[src/rtl/fu_regfile.sv]
// fu_regfile -- operand register file and N/Z status register around the FU.
//
// Ports:
//   clk, rst_n            clock; asynchronous active-low reset
//   sa_in, sb_in          source A/B register addresses
//   mb_in, const_in       B select (1 = const_in) and immediate constant
//   a_out, b_out          combinational operands to the function unit
//   dr_in, rw_in          destination address and write enable
//   md_in, f_in, data_in  writeback select (1 = data_in) and sources
//   nz_in, sl_in, nz_out  FU flags {N,Z}, status load enable, status register
//
// Build option: define FU_REGFILE_BYPASS_EN to forward the writeback value
// to a read port that addresses the register being written in that cycle.

// One storage word. Each register owns exactly one of these, so every
// storage bit has a single driver.
module fu_regfile_cell #(
  parameter int WIDTH = 16
) (
  input  logic             clk,
  input  logic             rst_n,
  input  logic             we_i,
  input  logic [WIDTH-1:0] d_i,
  output logic [WIDTH-1:0] q_o
);
  logic [WIDTH-1:0] q_q;

  always_ff @(posedge clk or negedge rst_n) begin
    if (!rst_n)    q_q <= '0;
    else if (we_i) q_q <= d_i;
  end

  assign q_o = q_q;
endmodule

module fu_regfile #(
  parameter int NREG  = 8,
  parameter int WIDTH = 16,
  parameter int AW    = $clog2(NREG)
) (
  input  logic             clk,
  input  logic             rst_n,
  input  logic [AW-1:0]    sa_in,
  input  logic [AW-1:0]    sb_in,
  input  logic             mb_in,
  input  logic [WIDTH-1:0] const_in,
  output logic [WIDTH-1:0] a_out,
  output logic [WIDTH-1:0] b_out,
  input  logic [AW-1:0]    dr_in,
  input  logic             rw_in,
  input  logic             md_in,
  input  logic [WIDTH-1:0] f_in,
  input  logic [WIDTH-1:0] data_in,
  input  logic [1:0]       nz_in,
  input  logic             sl_in,
  output logic [1:0]       nz_out
);
  // The address space is padded to a power of two; slots at or beyond NREG
  // read as zero and have no write decode, so out-of-range writes vanish.
  localparam int NSLOT = 1 << AW;

  logic [NSLOT-1:0][WIDTH-1:0] rf;
  logic [WIDTH-1:0]            wb;
  logic [1:0]                  nz_q, nz_d;

  assign wb = md_in ? data_in : f_in;

  for (genvar r = 0; r < NSLOT; r++) begin : g_slot
    if (r < NREG) begin : g_reg
      fu_regfile_cell #(.WIDTH(WIDTH)) u_cell (
        .clk   (clk),
        .rst_n (rst_n),
        .we_i  (rw_in && (dr_in == AW'(r))),
        .d_i   (wb),
        .q_o   (rf[r])
      );
    end else begin : g_pad
      assign rf[r] = '0;
    end
  end

`ifdef FU_REGFILE_BYPASS_EN
  // Forward only real writes to in-range registers; while reset is held the
  // storage is being cleared, so reads stay at zero.
  logic wr_hit;
  assign wr_hit = rw_in && rst_n && ({1'b0, dr_in} < (AW+1)'(NREG));
  assign a_out  = (wr_hit && (sa_in == dr_in)) ? wb : rf[sa_in];
  assign b_out  = mb_in ? const_in
                : (wr_hit && (sb_in == dr_in)) ? wb : rf[sb_in];
`else
  assign a_out  = rf[sa_in];
  assign b_out  = mb_in ? const_in : rf[sb_in];
`endif

  // Status flags load independently of any register write.
  assign nz_d = sl_in ? nz_in : nz_q;

  always_ff @(posedge clk or negedge rst_n) begin
    if (!rst_n) nz_q <= 2'b00;
    else        nz_q <= nz_d;
  end

  assign nz_out = nz_q;
endmodule

[config.mk]
export PLATFORM = sky130hd
export DESIGN_NAME = fu_regfile
export DESIGN_NICKNAME = d
export VERILOG_FILES = /design/src/rtl/fu_regfile.sv
export SDC_FILE = /design/constraint.sdc
export NUM_CORES = 1
export LEC_CHECK = 0
export BUFFER_PORTS_ARGS = -buffer_cell sky130_fd_sc_hd__buf_4
export CAP_MARGIN = 20
export CELL_PAD_IN_SITES_DETAIL_PLACEMENT = 0
export CELL_PAD_IN_SITES_GLOBAL_PLACEMENT = 1
export CORE_ASPECT_RATIO = 0.8
export CORE_MARGIN = 2
export CORE_UTILIZATION = 49
export CTS_CLUSTER_DIAMETER = 60
export CTS_CLUSTER_SIZE = 12
export DETAILED_ROUTE_END_ITERATION = 8
export PLACE_DENSITY_LB_ADDON = 0.1
export SKIP_LAST_GASP = 1
export SLEW_MARGIN = 20
export SYNTH_ARGS = -nofsm -noshare
export SYNTH_HDL_FRONTEND = slang
export SYNTH_SLANG_ARGS = --single-unit
export TNS_END_PERCENT = 5
[constraint.sdc]
create_clock -name clk -period 3.55 [get_ports clk]
set_clock_uncertainty 0.15 [all_clocks]
set_input_delay 0.71 -clock clk [delete_from_list [all_inputs] [get_ports clk]]
set_output_delay 0.71 -clock clk [all_outputs]
set_load 0.02 [all_outputs]
==> results of run 1 <==
path summary, 6_finish.rpt:
kind	startpoint	end
worst max-delay path	sa_in[0]	a_out[7]
worst min-delay path	rst_n	g_slot[4].g_reg.u_cell.q_o[13]
worst max register to register	g_slot[4].g_reg.u_cell.q_o[14]	g_slot[4].g_reg.u_cell.q_o[14]
worst min register to register	g_slot[7].g_reg.u_cell.q_o[3]	g_slot[7].g_reg.u_cell.q_o[3]
max in group asynchronous	rst_n	g_slot[6].g_reg.u_cell.q_o[2]
min in group clk	g_slot[7].g_reg.u_cell.q_o[3]	g_slot[7].g_reg.u_cell.q_o[3]
power by group:
part	total [uW]	internal (uW)	switching (uW)
logic	1250	616	633
clock network	1660	966	698
registers	2020	1790	228
total	4930	3370	1560
synth_stat cells (all sizes together), types with 2 or more instances:
master	number	share of area
dfrtp	130	0.46
nand2	81	0.043
nor2	65	0.035
a21oi	64	0.045
o21ai	64	0.045
mux2	50	0.080
mux2i	48	0.068
mux4	32	0.12
buf	28	0.026
clkbuf	26	0.014
a22o	16	0.020
o22ai	16	0.014
o31ai	16	0.017
nand4b	3	0.0037
nor4bb	2	0.0028
flip-flops by register name, indices dropped and copies added, names as in the netlist:
register / flops
g_slot.g_reg.u_cell.q_o: 128
nz_out: 2
cell type report:
class,count,share of cell area
multi-input combinational,462,0.418
clock buffer,17,0.0499
timing repair buffer,117,0.108
sequential,130,0.382
clock inverter,15,0.0160
tap,184,0.0270
per-stage QoR:
step / setup slack (ns) / cell area [um^2]
after detailed placement: 0.428 / 7960
final: 0.431 / 8520
after global placement: 0.474 / 7960
after floorplan: 0.731 / 7050
after CTS: 0.427 / 8520
after global routing: 0.385 / 8520
critical path, cell delays in order:
cell	delay [ns]
buf_4	0.28
buf_12	0.20
mux4_1	0.59
mux2_2	0.30
buf_4	0.17
logic make-up after synthesis:
kind of cell | Yosys count | synth area share
buf+inv | 54 | 0.0396
simple gates | 156 | 0.0909
mux | 130 | 0.266
compound gates | 176 | 0.142
flops | 130 | 0.461
layout by cell type (no fill, tap or decap), drive strengths merged, types with 3 or more instances in the layout:
cell type  Yosys  final
a21oi         64     64
a22o          16     16
buf           28    117
clkbuf        26     17
clkinv         0      7
clkinvlp       0      4
dfrtp        130    130
inv            0      3
mux2          50     50
mux2i         48     48
mux4          32     32
nand2         81     81
nand4b         3      3
nor2          65     65
o21ai         64     64
o22ai         16     16
o31ai         16     16
metal layers:
metal	vias to the layer above	GRT usage
met5	-	0
met3	32	0.0445
met2	114	0.457
met1	2792	0.394
li1	2549	-
met4	0	0.0871
==> metrics.csv, run 1 <==
stage,metric,value,unit
drt,vias,5487,
synthesis,yosysWarnings,0,
clock_tree,clkSinkCount,130,
clock_tree,cts_tree,yes,
clock_tree,postCtsHoldBufs,0,
status,outcome,completed,
drt,firstDrtPassIters,5,
finish,final_util,0.602,
drt,totalWireLength,20500,um
clock_tree,postCtsSetupRepairBufs,0,
finish,stdcell_count,925,
placement,dpl.hpwl,13600,um
setup_path,cp-start-kind,input pin,
floorplanning,dieHeight,111,um
floorplanning,io-pin-count,99,
placement,dp.cells,893,
timing,setup_violations,0,
setup_path,reg2regPathDepth,2,
power,p_leak,0.00389,uW
placement,place.gp.congestion,0.885,
finish,multi_input_area,0.00356,mm^2
finish,drive_above_1_share,0.277,
clock_tree,cts_made_buffers,17,
setup_path,end_kind,output port,
synthesis,seq_area_frac_synth,0.461,
floorplanning,start_util,0.498,
placement,portBuffers,98,
clock_tree,clk_path_buf_depth,2,
drt,drtIter0Drc,376,
global_route,grt_pass1_wl,33000,um
synthesis,ys.flop_type,dfrtp_1,
synthesis,synth-edff-count,0,
synthesis,synthArstFlopShare,1.00,
global_route,grt_use_total,0.282,
global_route,overflow,0,
power,p_per_area,579,mW/mm^2
timing,slew_headroom,0.405,
setup_path,arrival,2.26,ns
finish,diodes,0,
finish,ff_latch_area,0.00325,mm^2
global_route,antenna_found_initial,0,
drt,wl_per_cell,22.2,um
finish,nFillCells,1224,
drt,wl_met3,630,um
clock_tree,clk_pin_slew_worst_paths,0.06,ns
clock_tree,clk_latency,0.42,ns
timing,fin_tns_setup,0,ns
setup_path,cp_max_fo,15,
finish,nets,793,
clock_tree,cts_root_buffer,clkbuf_16,
floorplanning,die-area,0.0154,mm^2
drt,topRoutingLayerUsed,met4,
timing,max_freq,321,MHz
floorplanning,design.core.area,0.0142,mm^2
setup_path,path_class,in -> out,
drt,vias_per_cell,5.93,
drt,dr_wl_met2,10100,um
floorplanning,rows,39,
timing,final-max-slew-violation-count,0,
clock_tree,htree_levels,4,
global_route,grt_pass1_vias,5676,
setup_path,required,2.69,ns
synthesis,syn_inst,646,
synthesis,synth.distinct_cells,26,
timing,finalHoldViolations,0,
floorplanning,die_w,138,um
synthesis,ys_ff_latch,130,
timing,period_share,0.879,
worst_hold_path,hp-class,in -> async,
setup_path,reg2reg_setup_slack,2.64,ns
drt,wl_met1,9490,um
timing,hold_ws,0.189,ns
power,totalPowerFinal,4930,uW
drt,ant_nets,0,
power,ir_drop,0.000373,V
global_route,grt_start_max_net_pins,59,
synthesis,syn_nets,711,
timing,layout_min_cycle_time,3.12,ns
timing,rsz0062_at_grt,no,
synthesis,netlist_area,0.00705,mm^2
drt,drc,0,
clock_tree,cts_resized,0,
timing,max_slew.worst_pin.slew,0.868,ns
synthesis,avgSynthCellArea,10.9,um^2
run,cap_violations,0,
finish,syn_to_final_growth,20.8,%
No activity file was read; power rests on OpenSTA's default activity.
==> run 2, diff against run 1 <==
--- a/config.mk
+++ b/config.mk
@@ -5,13 +5,14 @@
 export SDC_FILE = /design/constraint.sdc
 export NUM_CORES = 1
 export LEC_CHECK = 0
+export ABC_CLOCK_PERIOD_IN_PS = 3550
 export BUFFER_PORTS_ARGS = -buffer_cell sky130_fd_sc_hd__buf_4
 export CAP_MARGIN = 20
 export CELL_PAD_IN_SITES_DETAIL_PLACEMENT = 0
 export CELL_PAD_IN_SITES_GLOBAL_PLACEMENT = 1
 export CORE_ASPECT_RATIO = 0.8
 export CORE_MARGIN = 2
-export CORE_UTILIZATION = 49
+export CORE_UTILIZATION = 53
 export CTS_CLUSTER_DIAMETER = 60
 export CTS_CLUSTER_SIZE = 12
 export DETAILED_ROUTE_END_ITERATION = 8
@@ -20,5 +21,6 @@
 export SLEW_MARGIN = 20
 export SYNTH_ARGS = -nofsm -noshare
 export SYNTH_HDL_FRONTEND = slang
+export SYNTH_HIERARCHICAL = 1
 export SYNTH_SLANG_ARGS = --single-unit
 export TNS_END_PERCENT = 5
==> run 2 against run 1 <==
Compared with the run above:
- clock power increased by 13%
- flip-flop and latch count did not move
- sequential power grew 5%
- wire length decreased by 4.0%
- critical path type unchanged
- critical endpoint is now a_out[2]
- largest power group unchanged
==> metrics.csv, run 2 <==
stage,metric,value,unit,change
drt,drtIter0Drc,291,,-23%
worst_hold_path,hp-class,in -> async,,
timing,layout_min_cycle_time,3.09,ns,-0.0267 ns
setup_path,worst_path_max_delay_cell,mux4_1,,
status,outcome,completed,,
finish,diodes,0,,unchanged
run,cap_violations,0,,unchanged
setup_path,timing.rr.start,g_slot[0].g_reg.u_cell/q_o[15],,
synthesis,yosysTopAreaCell,dfrtp_1,,
setup_path,path_class,in -> out,,
placement,portBuffers,98,,unchanged
global_route,grt_pass1_wl,30900,um,-6.6%
setup_path,cp_max_fo,15,,unchanged
clock_tree,clk_path_buf_depth,2,,unchanged
global_route,grt_use_total,0.259,,-0.0229
drt,vias_per_cell,6.02,,+1.6%
synthesis,yosysWarnings,6,,+6
floorplanning,start_util,0.544,,+0.0455
timing,setup_violations,0,,unchanged
synthesis,syn_inst,512,,-21%
floorplanning,dieHeight,113,um,+1.1%
floorplanning,rows,39,,unchanged
placement,dpl.hpwl,12100,um,-11%
power,p_sw,1500,uW,-3.6%
clock_tree,cts_made_buffers,17,,unchanged
clock_tree,cts_resized,0,,unchanged
setup_path,end_kind,output port,,
clock_tree,clk_latency,0.41,ns,about the same
floorplanning,die-area,0.0157,mm^2,+2.2%
drt,ant_nets,0,,unchanged
synthesis,netlist_area,0.00780,mm^2,+11%
clock_tree,cts_root_buffer,clkbuf_16,,
drt,drc,0,,unchanged
drt,wl_per_cell,24.5,um,+10%
finish,mostFrequentLayoutCell,dfrtp_1,,
synthesis,synth-edff-count,0,,unchanged
power,totalPowerFinal,5510,uW,+12%
clock_tree,postCtsSetupRepairBufs,0,,unchanged
finish,drive_above_1_share,0.568,,+0.292
synthesis,synth_commonest_cells,"dfrtp_1 (130), mux2_2 (114), mux2_4 (80)",,
finish,most-common-layout-cells,"dfrtp_1 (130), buf_4 (115), mux2_2 (114)",,
finish,stdcell_count,805,,-13%
setup_path,crit_path_frequent_cell,buf_4,,
drt,vias,4850,,-12%
power,p_per_area,596,mW/mm^2,+2.9%
power,p_sw_frac,0.273,,-0.0430
setup_path,critPathMaxStageDelay,0.57,ns,-0.02 ns
drt,firstDrtPassIters,5,,unchanged
power,p_seq_frac,0.386,,-0.023
setup_path,arrival,2.23,ns,-0.03 ns
setup_path,required,2.69,ns,about the same
power,p_int,4000,uW,+19%
drt,totalWireLength,19700,um,-4.0%
clock_tree,cts_tree,yes,,
timing,max_freq,323,MHz,+0.86%
floorplanning,die_w,140,um,+1.1%
synthesis,synth_most_common_cell,dfrtp_1,,
clock_tree,clk_pin_slew_worst_paths,0.06,ns,about the same
timing,final-max-slew-violation-count,0,,unchanged
finish,syn_to_final_growth,18.4,%,
finish,largest_reg_flops,128,,unchanged
power,clockPowerShare,0.342,,+0.004
timing,max_slew.worst_pin.slew,0.748,ns,-0.120 ns
global_route,antenna_found_initial,0,,unchanged
clock_tree,postCtsHoldBufs,0,,unchanged
placement,place.gp.congestion,0.766,,-13%
finish,nets,673,,-15%
synthesis,seq_area_frac_synth,0.417,,-0.0444
synthesis,synthTopCellsByArea,"dfrtp_1 (42%), mux2_2 (16%), mux2_4 (15%)",,
synthesis,ys.flop_type,dfrtp_1,,
setup_path,cp-startpoint,sa_in[0],,
synthesis,avgSynthCellArea,15.2,um^2,+40%
synthesis,synthArstFlopShare,1.00,,unchanged
setup_path,path_cells,buf_4 > buf_12 > mux4_1 > mux2_2 > buf_4,,
timing,hold_ws,0.0954,ns,-0.0940 ns
global_route,overflow,0,,unchanged
timing,fin_tns_setup,0,ns,unchanged
timing,rsz0062_at_grt,no,,
floorplanning,io-pin-count,99,,unchanged
power,ir_drop,0.000422,V,+13%
clock_tree,htree_levels,4,,unchanged
global_route,grt_pass1_vias,5163,,-9.0%
timing,period_share,0.871,,-0.00752
synthesis,ys_ff_latch,130,,unchanged
timing,finalHoldViolations,0,,unchanged
placement,dp.cells,773,,-13%
power,pwr-share-comb,0.272,,+0.019
global_route,grt_start_max_net_pins,66,,+12%
synthesis,yosys.area.top_type_share,0.417,,-0.0444
power,p_leak,0.00419,uW,+8.0%
timing,slew_headroom,0.500,,+0.0951
synthesis,syn_nets,577,,-19%
floorplanning,design.core.area,0.0143,mm^2,+1.4%
setup_path,cp-start-kind,input pin,,
synthesis,synth.distinct_cells,23,,-12%
clock_tree,clkSinkCount,130,,unchanged
run 2: path summary, 6_finish.rpt:
kind                                                       end  slack [ns]  depth (start not counted)
worst min-delay path             g_slot[3].g_reg.u_cell/q_o[0]         0.1                          1
worst max register to register  g_slot[0].g_reg.u_cell/q_o[15]        2.58                          1
min in group clk                                     nz_out[0]        0.36                          1
worst max-delay path                                  a_out[2]        0.46                          5
max in group asynchronous        g_slot[3].g_reg.u_cell/q_o[5]        2.34                          2
worst min register to register                       nz_out[0]        0.36                          1
run 2: power groups by stage:
stage	Clock (uW)	Sequential [uW]	Combinational [uW]
floorplan	0	2030	1120
global placement	0	2110	1450
detailed placement	0	2130	1490
CTS	1910	2120	1500
global route	1970	2170	1590
finish	1880	2130	1490
run 2: logic make-up (layout without fill, tap and decap cells):
group | Yosys count | in the layout | synth area share
buf+inv | 43 | 152 | 0.0526
mux | 258 | 258 | 0.466
simple gates | 33 | 33 | 0.0178
compound gates | 48 | 48 | 0.0462
flops | 130 | 130 | 0.417
run 2: metal layers:
layer	part of all wire	GRT usage
met2	0.47	0.411
met3	0.058	0.0469
met4	0.0084	0.0673
met1	0.46	0.373
met5	0	0
run 2: cell type report:
class / instances / area (um^2)
multi-input cells: 339 / 4160
clock inverters: 9 / 151
flip-flops and latches: 130 / 3250
well taps: 184 / 230
repair buffers: 120 / 963
fillers: 1092 / 5110
clock buffers: 23 / 478
run 2: per-stage QoR:
| step | setup slack, ns | utilization | cell area [um^2] |
|---|---|---|---|
| 2_1_floorplan | 0.731 | - | 7800 |
| 3_3_place_gp | 0.473 | 0.600 | 8610 |
| 3_5_place_dp | 0.466 | 0.600 | 8610 |
| 4_1_cts | 0.460 | 0.644 | 9240 |
| 5_1_grt | 0.406 | 0.644 | 9240 |
| 6_report | 0.458 | 0.644 | 9240 |
run 2: worst max-delay path: cells and delay by family:
kind | cells | cell delay, ns
mux | 2 | 0.87
buf+inv | 3 | 0.63
